File: config.mk
export PLATFORM = sky130hd
export DESIGN_NAME = instruction_fetch
export DESIGN_NICKNAME = d
export VERILOG_FILES = /design/src/rtl/instruction_fetch.sv
export SDC_FILE = /design/constraint.sdc
export NUM_CORES = 1
export LEC_CHECK = 0
export ABC_AREA = 1
export CAP_MARGIN = 20
export CORE_UTILIZATION = 40
export DETAILED_ROUTE_END_ITERATION = 8
export DONT_BUFFER_PORTS = 1
export PLACE_DENSITY = 0.54
export REMOVE_ABC_BUFFERS = 1
export SYNTH_ARGS = -nofsm -noshare
export SYNTH_HDL_FRONTEND = slang
export SYNTH_SLANG_ARGS = --single-unit
File: constraint.sdc
create_clock -name clk_in -period 20.7 [get_ports clk_in]
set_input_delay 3.105 -clock clk_in [delete_from_list [all_inputs] [get_ports clk_in]]
set_output_delay 3.105 -clock clk_in [all_outputs]
set_load 0.03 [all_outputs]
File: src/rtl/instruction_fetch.sv
// Fetch unit: one outstanding word request, static JAL follow, 2^QUEUE_WIDTH-entry {pc,inst} queue to decode.
// Request is combinational from IDLE; a response is visible to decode the next cycle; rdy_in low freezes all state.
module instruction_fetch #(
  parameter int          QUEUE_WIDTH = 2,
  parameter logic [31:0] RESET_PC    = 32'h0000_0000
) (
  input  logic        clk_in,
  input  logic        rst_in,
  input  logic        rdy_in,
  input  logic        clear,
  input  logic [31:0] clear_pc,
  output logic        mem_req,
  output logic [31:0] mem_addr,
  input  logic        mem_valid,
  input  logic [31:0] mem_data,
  input  logic        from_dec,
  output logic        to_dec,
  output logic [31:0] to_dec_pc,
  output logic [31:0] to_dec_inst
);

  localparam int DEPTH = 1 << QUEUE_WIDTH;
  localparam logic [QUEUE_WIDTH-1:0] PTR_ONE  = 1;
  localparam logic [QUEUE_WIDTH:0]   CNT_ONE  = 1;
  localparam logic [QUEUE_WIDTH:0]   CNT_FULL = {1'b1, {QUEUE_WIDTH{1'b0}}};

  localparam logic [1:0] S_IDLE = 2'd0;
  localparam logic [1:0] S_WAIT = 2'd1;
  localparam logic [1:0] S_DROP = 2'd2;

  logic [1:0]             state_q, state_d;
  logic [31:0]            fetch_pc_q, fetch_pc_d;
  logic [31:0]            addr_q;
  logic [QUEUE_WIDTH-1:0] head_q, tail_q;
  logic [QUEUE_WIDTH:0]   count_q, count_d;
  logic [31:0]            pc_mem_q   [DEPTH];
  logic [31:0]            inst_mem_q [DEPTH];

  logic                   pop, push, is_jal;
  logic [QUEUE_WIDTH:0]   count_after_pop;
  logic [31:0]            jal_off, next_pc;

  assign to_dec      = (count_q != '0);
  assign to_dec_pc   = pc_mem_q[head_q];
  assign to_dec_inst = inst_mem_q[head_q];

  assign pop  = rdy_in && !clear && to_dec && from_dec;
  assign push = rdy_in && !clear && (state_q == S_WAIT) && mem_valid;

  // Free space is judged after this cycle's pop so a full queue refills without a bubble.
  assign count_after_pop = count_q - (pop ? CNT_ONE : '0);
  assign mem_req  = !rst_in && rdy_in && !clear && (state_q == S_IDLE) && (count_after_pop != CNT_FULL);
  assign mem_addr = mem_req ? fetch_pc_q : addr_q;

  assign is_jal  = (mem_data[6:0] == 7'b1101111);
  assign jal_off = {{11{mem_data[31]}}, mem_data[31], mem_data[19:12], mem_data[20], mem_data[30:21], 1'b0};
  assign next_pc = is_jal ? fetch_pc_q + jal_off : fetch_pc_q + 32'd4;

  always_comb begin
    state_d    = state_q;
    fetch_pc_d = fetch_pc_q;
    count_d    = count_q + (push ? CNT_ONE : '0) - (pop ? CNT_ONE : '0);
    if (clear) begin
      fetch_pc_d = clear_pc;
      count_d    = '0;
      // A response landing in the flush cycle is the outstanding one; nothing left to drop.
      if (state_q != S_IDLE) state_d = mem_valid ? S_IDLE : S_DROP;
    end else begin
      case (state_q)
        S_IDLE:  if (mem_req) state_d = S_WAIT;
        S_WAIT:  if (mem_valid) begin
                   state_d    = S_IDLE;
                   fetch_pc_d = next_pc;
                 end
        S_DROP:  if (mem_valid) state_d = S_IDLE;
        default: state_d = S_IDLE;
      endcase
    end
  end

  always_ff @(posedge clk_in) begin
    if (rst_in) begin
      state_q    <= S_IDLE;
      fetch_pc_q <= RESET_PC;
      addr_q     <= '0;
      head_q     <= '0;
      tail_q     <= '0;
      count_q    <= '0;
      for (int i = 0; i < DEPTH; i++) begin
        pc_mem_q[i]   <= '0;
        inst_mem_q[i] <= '0;
      end
    end else if (rdy_in) begin
      state_q    <= state_d;
      fetch_pc_q <= fetch_pc_d;
      count_q    <= count_d;
      if (mem_req) addr_q <= fetch_pc_q;
      if (clear) begin
        head_q <= '0;
        tail_q <= '0;
      end else begin
        if (pop) head_q <= head_q + PTR_ONE;
        if (push) begin
          pc_mem_q[tail_q]   <= fetch_pc_q;
          inst_mem_q[tail_q] <= mem_data;
          tail_q             <= tail_q + PTR_ONE;
        end
      end
    end
  end

endmodule

==> results of run 1 <==
worst register-to-register path, cell delays in order, from the launching register on:
cell,delay (ps)
dfxtp_1,370
inv_1,90
nand2_1,100
nor2_1,50
inv_1,230
nand3_1,200
nor2_1,180
ha_1,150
nand2_1,50
a21oi_1,130
o21ai_0,120
nand2_1,380
buf_4,380
inv_2,370
or2_2,420
o21ai_0,120
nor2_1,70
cell type report:
class,instances,area (sq um)
Clock inverter,17,120.1
Antenna cell,2,5.005
Inverter,277,1044
Fill cell,4303,23900
Timing Repair Buffer,14,105.1
Sequential cell,331,9194
Tap cell,585,732.0
Clock buffer,51,1072
Multi-Input combinational cell,1449,6900
layer usage:
| layer | vias up | wire [um] | share of wire, % |
|---|---|---|---|
| met5 | - | 12 | 0.022 |
| met2 | 436 | 25050 | 46 |
| met1 | 6800 | 24760 | 45 |
| met3 | 84 | 3694 | 6.7 |
| li1 | 6996 | - | - |
| met4 | 2 | 1264 | 2.3 |
path summary, 6_finish.rpt:
path / startpoint / endpoint / slack, ps / cells past startpoint
worst max-delay path: rdy_in / mem_addr[26] / 11810 / 12
worst max register to register: count_q[1] / addr_q[26] / 17180 / 16
worst min-delay path: head_q[1] / flop / 450 / 1
worst min register to register: head_q[1] / flop / 450 / 1
kinds of logic (layout without fill, tap and decap cells):
kind of cell | after synthesis | after routing | share of synthesized area (%)
xor+xnor | 16 | 16 | 0.8009
other cells | 0 | 2 | 0
buf+inv | 380 | 359 | 8.360
fa+ha+maj | 38 | 38 | 2.803
compound gates | 359 | 359 | 11.11
simple gates | 1036 | 1036 | 24.41
flops | 331 | 331 | 52.52
flip-flops by register name, indices dropped and copies added, names as in the netlist, named ones only:
signal and flops:
addr_q 32, count_q 3, fetch_pc_q 32, head_q 2
inst_mem_q 128, pc_mem_q 128, state_q 2, tail_q 2
cell usage in the layout, fill, tap and decap left out, types with 10 or more instances in the layout:
cell type | synthesis | final
nor2_1 | 506 | 506
clkbuf_16 | 0 | 40
a21oi_1 | 81 | 81
clkinv_1 | 2 | 10
or2_2 | 32 | 32
o22ai_1 | 64 | 64
nor3_1 | 45 | 45
nand2_1 | 343 | 340
nand3_1 | 72 | 71
inv_2 | 10 | 11
ha_1 | 36 | 36
inv_1 | 265 | 264
xor2_1 | 15 | 15
o21ai_0 | 184 | 183
dfxtp_1 | 75 | 73
edfxtp_1 | 256 | 256
buf_4 | 2 | 14
power by group through the flow:
stage	logic, mW	clock network, mW	registers, mW
after floorplan	0.109	0	0.764
after global placement	0.144	0	0.769
after detailed placement	0.145	0	0.769
after CTS	0.146	0.664	0.755
after global routing	0.161	0.689	0.758
final	0.145	0.652	0.755
==> out/qor.yml, run 1 <==
sta:
  layout_setup_ws_ps: 11810
  rsz0062_at_grt: "no"
  period_share_pct: 42.95
  hold_viol: 0
  hold_slack_ps: 447.9
  max_freq_ghz: 0.1125
  setup-violations-final: 0
  finalCriticalPeriod_ps: 8890
  slew_headroom_pct: 29.95
  tns_ps: 0
  worst_pin_slew_ps: 1047
  fin_worst_skew_ps: 26.26
  slew_violations: 0
route:
  vias_per_cell: 5.252
  drc: 0
  ant_nets: 0
  wl_per_cell_um: 20.10
  num_vias: 14318
  drtIter0Drc: 989
  firstDrtPassIters: 5
  drt_wl_total_mm: 54.78
global_route:
  grt_pass1_wl_mm: 82.58
  grt_pass1_vias: 13728
  grt-ovfl-total: 0
  grt_use_met1_pct: 33.37
  antenna_found_initial: 3
  grt_util_all_layers_pct: 24.73
  use_met3_pct: 5.040
  top_usage_layer: "met2"
  use_met2_pct: 40.23
  grt_start_max_net_pins: 93
clocking:
  cts_hold_buffers: 0
  post_cts_buffers: 0
  clk-insertion-delay-late_ps: 570
  clk_path_buf_depth: 3
  clock-sinks: 331
  cts_buffers: 38
  cts_tree: "yes"
  clkTransAtPathRegs_ps: 60
  htreeDepth: 2
  root_buffer: "clkbuf_16"
  ctsResizeCount: 0
floorplanning:
  design.core.area_sq_um: 43080
  die_area_sq_um: 44580
  ios: 168
  fp.dieH_um: 211.1
  dieWidth_um: 211.1
  fp-row-count: 76
  initial_core_util_pct: 40.62
placed_design:
  place_area_sq_um: 17970
  portBuffers: 0
  preCtsSetupSlack_ps: 11820
  gp_congestion: 0.9496
  hpwl_mm: 35.21
  dp_cells: 2656
yosys:
  avgSynthCellArea_sq_um: 8.100
  post-synth-top-area-fraction_pct: 43.94
  synth_common_cells: "506 x nor2_1, 343 x nand2_1, 265 x inv_1"
  yosys-top-cells-area: "edfxtp_1 44%, nor2_1 11%, dfxtp_1 8.6%, nand2_1 7.4%, inv_1 5.7%"
  synth.distinct_cells: 45
  synth_seq_area_share_pct: 52.52
  synth_edf_count: 256
  synthCells: 2160
  syn_area_sq_um: 17500
  synth.most_common_cell: "nor2_1"
  ys_seq_elements: 331
  yosys_warnings: 0
  synthArstFlopShare_pct: 0
  synth_top_cell_by_area: "edfxtp_1"
  synth_ff_type: "edfxtp_1"
worst_setup_path:
  crit_slowest_cell: "or2_2"
  crit_chain: "nand3_1 > nor2_1 > ha_1 > nand2_1 > a21oi_1 > o21ai_0 > nand2_1 > buf_4 > inv_2 > or2_2 > o21ai_0 > inv_1"
  start_kind: "primary input"
  path_class: "in2out"
  cp_top_family: "simple AND/OR/NAND/NOR gates"
  cp.arrival_ps: 5780
  slowest_delay_ps: 390
  required_ps: 17590
  path_buf_inv: 3
  critPathCaptureType: "output pin"
  cp_max_fo: 33
power_and_ir_drop:
  pwr-share-comb_pct: 9.3
  power_switching_uw: 401.6
  powerDensity_nw_per_um2: 80.99
  p_leak_nw: 7.989
  ir_drop_v: 0.00004759
  internal_power_mw: 1.151
  power_frac_seq_pct: 48.7
  power_frac_clock_pct: 42.0
  p_sw_share_pct: 25.87
  power_mw: 1.553
layout:
  nets: 2219
  final_cells: 2726
  fin_util_pct: 44.51
  final_area_sq_um: 19170
  areaGrowthSynthToFinish_pct: 9.575
  drive_above_1_share_pct: 6.358
status:
  status: "finished clean"
job:
  maxCapViolations: 0
min_path:
  min-delay-path-class: "reg2reg"
Power figures use the tool's default switching activity.
==> inputs of run 2 (changes only) <==
clock period = 8.45 ns   (was 20.7 ns; I/O delays follow)
==> run 2 against run 1 <==
Effect of this change:
- first-iteration DRC count grew 13%
- sequential share of layout area is essentially flat
- sequential power grew 150%
- hold slack lost 17 ps
- worst setup slack lost 8500 ps
- wire length grew 0.89%
- critical path depth grew 3
- clock skew shrank 13 ps
- critical path type is now reg2out
- largest power group unchanged
==> out/qor.yml, run 2 (synthesized netlist as in run 1, its figures left out) <==
floorplanning:
  die_area_sq_um: 44580
  design.core.area_sq_um: 43080
  initial_core_util_pct: 40.62
  fp.dieH_um: 211.1
  dieWidth_um: 211.1
  fp-row-count: 76
  ios: 168
min_path:
  min-delay-path-class: "reg2reg"
layout:
  final_common_cell: "nor2_1"
  reg.largest.list: "inst_mem_q (128), pc_mem_q (128)"
  nets: 2219
  drive_above_1_share_pct: 6.446
  fin_util_pct: 44.47
  final_cell_mix: "506 x nor2_1, 340 x nand2_1, 264 x inv_1, 256 x edfxtp_1, 183 x o21ai_0"
  areaGrowthSynthToFinish_pct: 9.482
clocking:
  htreeDepth: 2
  cts_hold_buffers: 0
  clk-insertion-delay-late_ps: 560
  root_buffer: "clkbuf_16"
  cts_buffers: 38
  clkTransAtPathRegs_ps: 60
  ctsResizeCount: 0
  post_cts_buffers: 0
  cts_tree: "yes"
  clk_path_buf_depth: 3
  clock-sinks: 331
route:
  num_vias: 14210
  vias_per_cell: 5.201
  drc: 0
  ant_nets: 0
  drtIter0Drc: 1118
  drt_wl_total_mm: 55.27
  wl_per_cell_um: 20.23
  firstDrtPassIters: 5
sta:
  fin_worst_skew_ps: 13.13
  hold_slack_ps: 430.8
  period_share_pct: 60.73
  setup-violations-final: 0
  rsz0062_at_grt: "no"
  hold_viol: 0
  worst_pin_slew_ps: 1108
  max_freq_ghz: 0.1949
  slew_headroom_pct: 26.12
  finalCriticalPeriod_ps: 5132
  tns_ps: 0
  slew_violations: 0
global_route:
  grt_start_max_net_pins: 88
  grt_pass1_vias: 13781
  grt_pass1_wl_mm: 83.35
  antenna_found_initial: 9
  grt-ovfl-total: 0
  grt_util_all_layers_pct: 25.05
power_and_ir_drop:
  power_mw: 3.785
  powerDensity_nw_per_um2: 197.6
  p_leak_nw: 7.970
  ir_drop_v: 0.0001237
worst_setup_path:
  required_ps: 7180
  crit_chain: "inv_1 > nand2_1 > nor2_1 > inv_1 > nand3_1 > nor2_1 > ha_1 > nand2_1 > a21oi_1 > o21ai_0 > nand2_1 > inv_2 > or2_2 > o21ai_0 > inv_1"
  slowest_delay_ps: 720
  cp_max_fo: 33
  cp.arrival_ps: 3860
  crit_slowest_cell: "inv_2"
  path_class: "reg2out"
  start_kind: "flop"
  critPathCaptureType: "output pin"
job:
  maxCapViolations: 0
placed_design:
  gp_congestion: 0.9060
  hpwl_mm: 35.44
  portBuffers: 0
status:
  status: "finished clean"
-- run 2: worst paths after layout --
check | start | endpoint | slack, ps | depth (start not counted)
worst min-delay path | head_q[1] | flop | 430 | 1
worst max-delay path | count_q[1] | mem_addr[22] | 3320 | 15
worst min register to register | head_q[1] | flop | 430 | 1
worst max register to register | count_q[1] | addr_q[9] | 5200 | 15
-- run 2: routing by layer --
layer | share of wire [%] | vias up | track usage [%]
li1 | - | 6994 | -
met4 | 1.8 | 4 | 6.622
met2 | 46 | 411 | 40.35
met5 | 0.038 | - | 0
met3 | 7.2 | 63 | 5.605
met1 | 45 | 6738 | 33.90
-- run 2: worst max-delay path, delay by kind of cell, from the launching register on --
kind                       cells  cell delay (ps)
adders and majority gates      1              250
AOI/OAI and AO/OA              3              220
DFF                            1              380
and+or+nand+nor                7             1150
buffers and inverters          4             1280
-- run 2: area by class of cell --
cell class,count,area (sq um)
clock inverter,15,100.1
antenna,6,15.01
timing repair buffer,14,105.1
clock buffer,55,1066
tap,585,732.0
inverter,277,1044
sequential,331,9194
multi-input combinational,1449,6900
fill,4284,23920
-- run 2: where the power goes --
| group | switching [mW] | internal, mW | leakage [nW] |
|---|---|---|---|
| clock | 0.691 | 0.886 | 0.564 |
| sequential | 0.0400 | 1.81 | 3.25 |
| combinational | 0.269 | 0.0873 | 4.15 |
-- run 2: metrics by stage --
| stage | cells | area [sq um] | setup slack [ps] |
|---|---|---|---|
| 2_1_floorplan | 2057 | 17070 | 1623 |
| 3_3_place_gp | 2656 | 17970 | 3602 |
| 3_5_place_dp | 2656 | 17970 | 3518 |
| 4_1_cts | 2726 | 19140 | 3284 |
| 5_1_grt | 2730 | 19150 | 2927 |
| 6_report | 2732 | 19160 | 3318 |
==> inputs of run 3 (changes only) <==
clock period = 5.35 ns   (was 8.45 ns; I/O delays follow)
==> run 3 against run 2 <==
Effect of this change:
- first-iteration DRC count increased by 5.5%
- via count increased by 1.5%
- non-clock buffer count increased by 4
- wire length about the same
- critical endpoint is now mem_addr[16]
- worst setup slack got worse by 2200 ps
- register-to-register slack got worse by 2700 ps
==> out/qor.yml, run 3 (synthesized netlist as in run 1, its figures left out) <==
min_path:
  hold_depth: 1
  min-delay-path-class: "in2reg"
  hold_end: "addr_q[18]"
  hp-start: "rst_in"
clocking:
  clk-insertion-delay-late_ps: 570
  cts_tree: "yes"
  cts_hold_buffers: 0
  post_cts_buffers: 0
  htreeDepth: 2
  clk_path_buf_depth: 3
  clkTransAtPathRegs_ps: 50
  clock-sinks: 331
  ctsResizeCount: 0
  cts_buffers: 40
  root_buffer: "clkbuf_16"
floorplanning:
  dieWidth_um: 211.1
  initial_core_util_pct: 40.62
  fp.dieH_um: 211.1
  design.core.area_sq_um: 43080
  die_area_sq_um: 44580
  ios: 168
  fp-row-count: 76
sta:
  layout_setup_ws_ps: 1069
  period_share_pct: 80.01
  max_freq_ghz: 0.2336
  setup-violations-final: 0
  hold_viol: 0
  rsz0062_at_grt: "no"
  hold_slack_ps: 302.5
  worst_pin_slew_ps: 1089
  slew_violations: 0
  tns_ps: 0
  finalCriticalPeriod_ps: 4281
  slew_headroom_pct: 27.12
  fin_worst_skew_ps: 24.15
route:
  ant_nets: 0
  firstDrtPassIters: 5
  wl_per_cell_um: 20.22
  drc: 0
  drt_wl_total_mm: 55.28
  drtIter0Drc: 1180
  vias_per_cell: 5.277
  num_vias: 14428
layout:
  final_cell_mix: "506 x nor2_1, 340 x nand2_1, 264 x inv_1, 256 x edfxtp_1, 183 x o21ai_0"
  final_common_cell: "nor2_1"
  areaGrowthSynthToFinish_pct: 10.68
  final_area_sq_um: 19370
  drive_above_1_share_pct: 6.750
  nets: 2225
  reg.largest.list: "inst_mem_q (128), pc_mem_q (128)"
status:
  status: "finished clean"
worst_setup_path:
  path_class: "reg2out"
  cp.arrival_ps: 3480
  cp_max_fo: 33
  rr_worst_depth: 15
  critPathCaptureType: "output pin"
  reg2reg_to: "addr_q[11]"
  r2r_slack_ps: 2510
  required_ps: 4550
  start_kind: "flop"
  crit_path_start: "count_q[1]"
  regToRegStartpoint: "count_q[1]"
power_and_ir_drop:
  p_sw_share_pct: 25.35
  ir_drop_v: 0.0002045
  powerDensity_nw_per_um2: 321.3
  internal_power_mw: 4.646
  pwr-share-comb_pct: 9.1
  p_leak_nw: 8.079
  power_frac_seq_pct: 47.0
  power_switching_mw: 1.577
  power_frac_clock_pct: 43.9
global_route:
  grt_util_all_layers_pct: 24.74
  grt_start_max_net_pins: 86
  grt_pass1_vias: 13819
  grt_pass1_wl_mm: 82.73
  grt-ovfl-total: 0
  antenna_found_initial: 4
placed_design:
  place_area_sq_um: 18020
  gp_congestion: 0.8887
  hpwl_mm: 35.99
  portBuffers: 0
  preCtsSetupSlack_ps: 1627
job:
  maxCapViolations: 0
run 3: worst max-delay path, stage by stage (launching register included):
cell	delay (ps)
dfxtp_1	370
inv_1	90
nand2_1	100
nor2_1	50
inv_1	230
nand3_1	230
nor2_1	200
ha_1	260
nand2_1	70
a21oi_1	30
o21ai_0	70
nand2_1	100
inv_2	530
or2_2	220
o21ai_0	120
inv_1	250
run 3: worst max-delay path by stage:
stage                       endpoint  slack, ps  cells after the start
floorplan           inst_mem_q[0][0]      -1330                      3
CTS                     mem_addr[30]       1010                     15
detailed placement      mem_addr[30]       1630                     15
global placement        mem_addr[17]       1700                     15
finish                  mem_addr[16]       1070                     15
global route             mem_addr[1]        710                     15
run 3: through the flow:
stage	util, %	instances	power [mW]
floorplan	-	2057	3.377
global placement	41.84	2659	3.537
detailed placement	41.84	2659	3.543
CTS	44.91	2732	6.277
global route	44.96	2734	6.433
finish	44.96	2734	6.223
run 3: area by class of cell:
type	instances	area, sq um
Tap cell	585	732.0
Multi-Input combinational cell	1449	6900
Clock inverter	10	121.4
Fill cell	4304	23710
Timing Repair Buffer	18	172.7
Sequential cell	331	9194
Antenna cell	1	2.502
Inverter	277	1044
Clock buffer	63	1200
run 3: power by group through the flow:
| stage | Sequential, mW | Combinational [mW] | Clock, mW |
|---|---|---|---|
| global route | 2.93 | 0.628 | 2.87 |
| finish | 2.92 | 0.569 | 2.73 |
| floorplan | 2.96 | 0.421 | 0 |
| global placement | 2.98 | 0.562 | 0 |
| CTS | 2.92 | 0.569 | 2.78 |
| detailed placement | 2.98 | 0.566 | 0 |
run 3: metal layers:
| metal | up-vias | part of all wire (%) | GRT usage (%) |
|---|---|---|---|
| li1 | 6986 | - | - |
| met1 | 6906 | 44 | 32.48 |
| met2 | 463 | 47 | 40.79 |
| met3 | 69 | 7.3 | 5.962 |
| met4 | 4 | 2.0 | 6.322 |
| met5 | - | 0.040 | 0 |
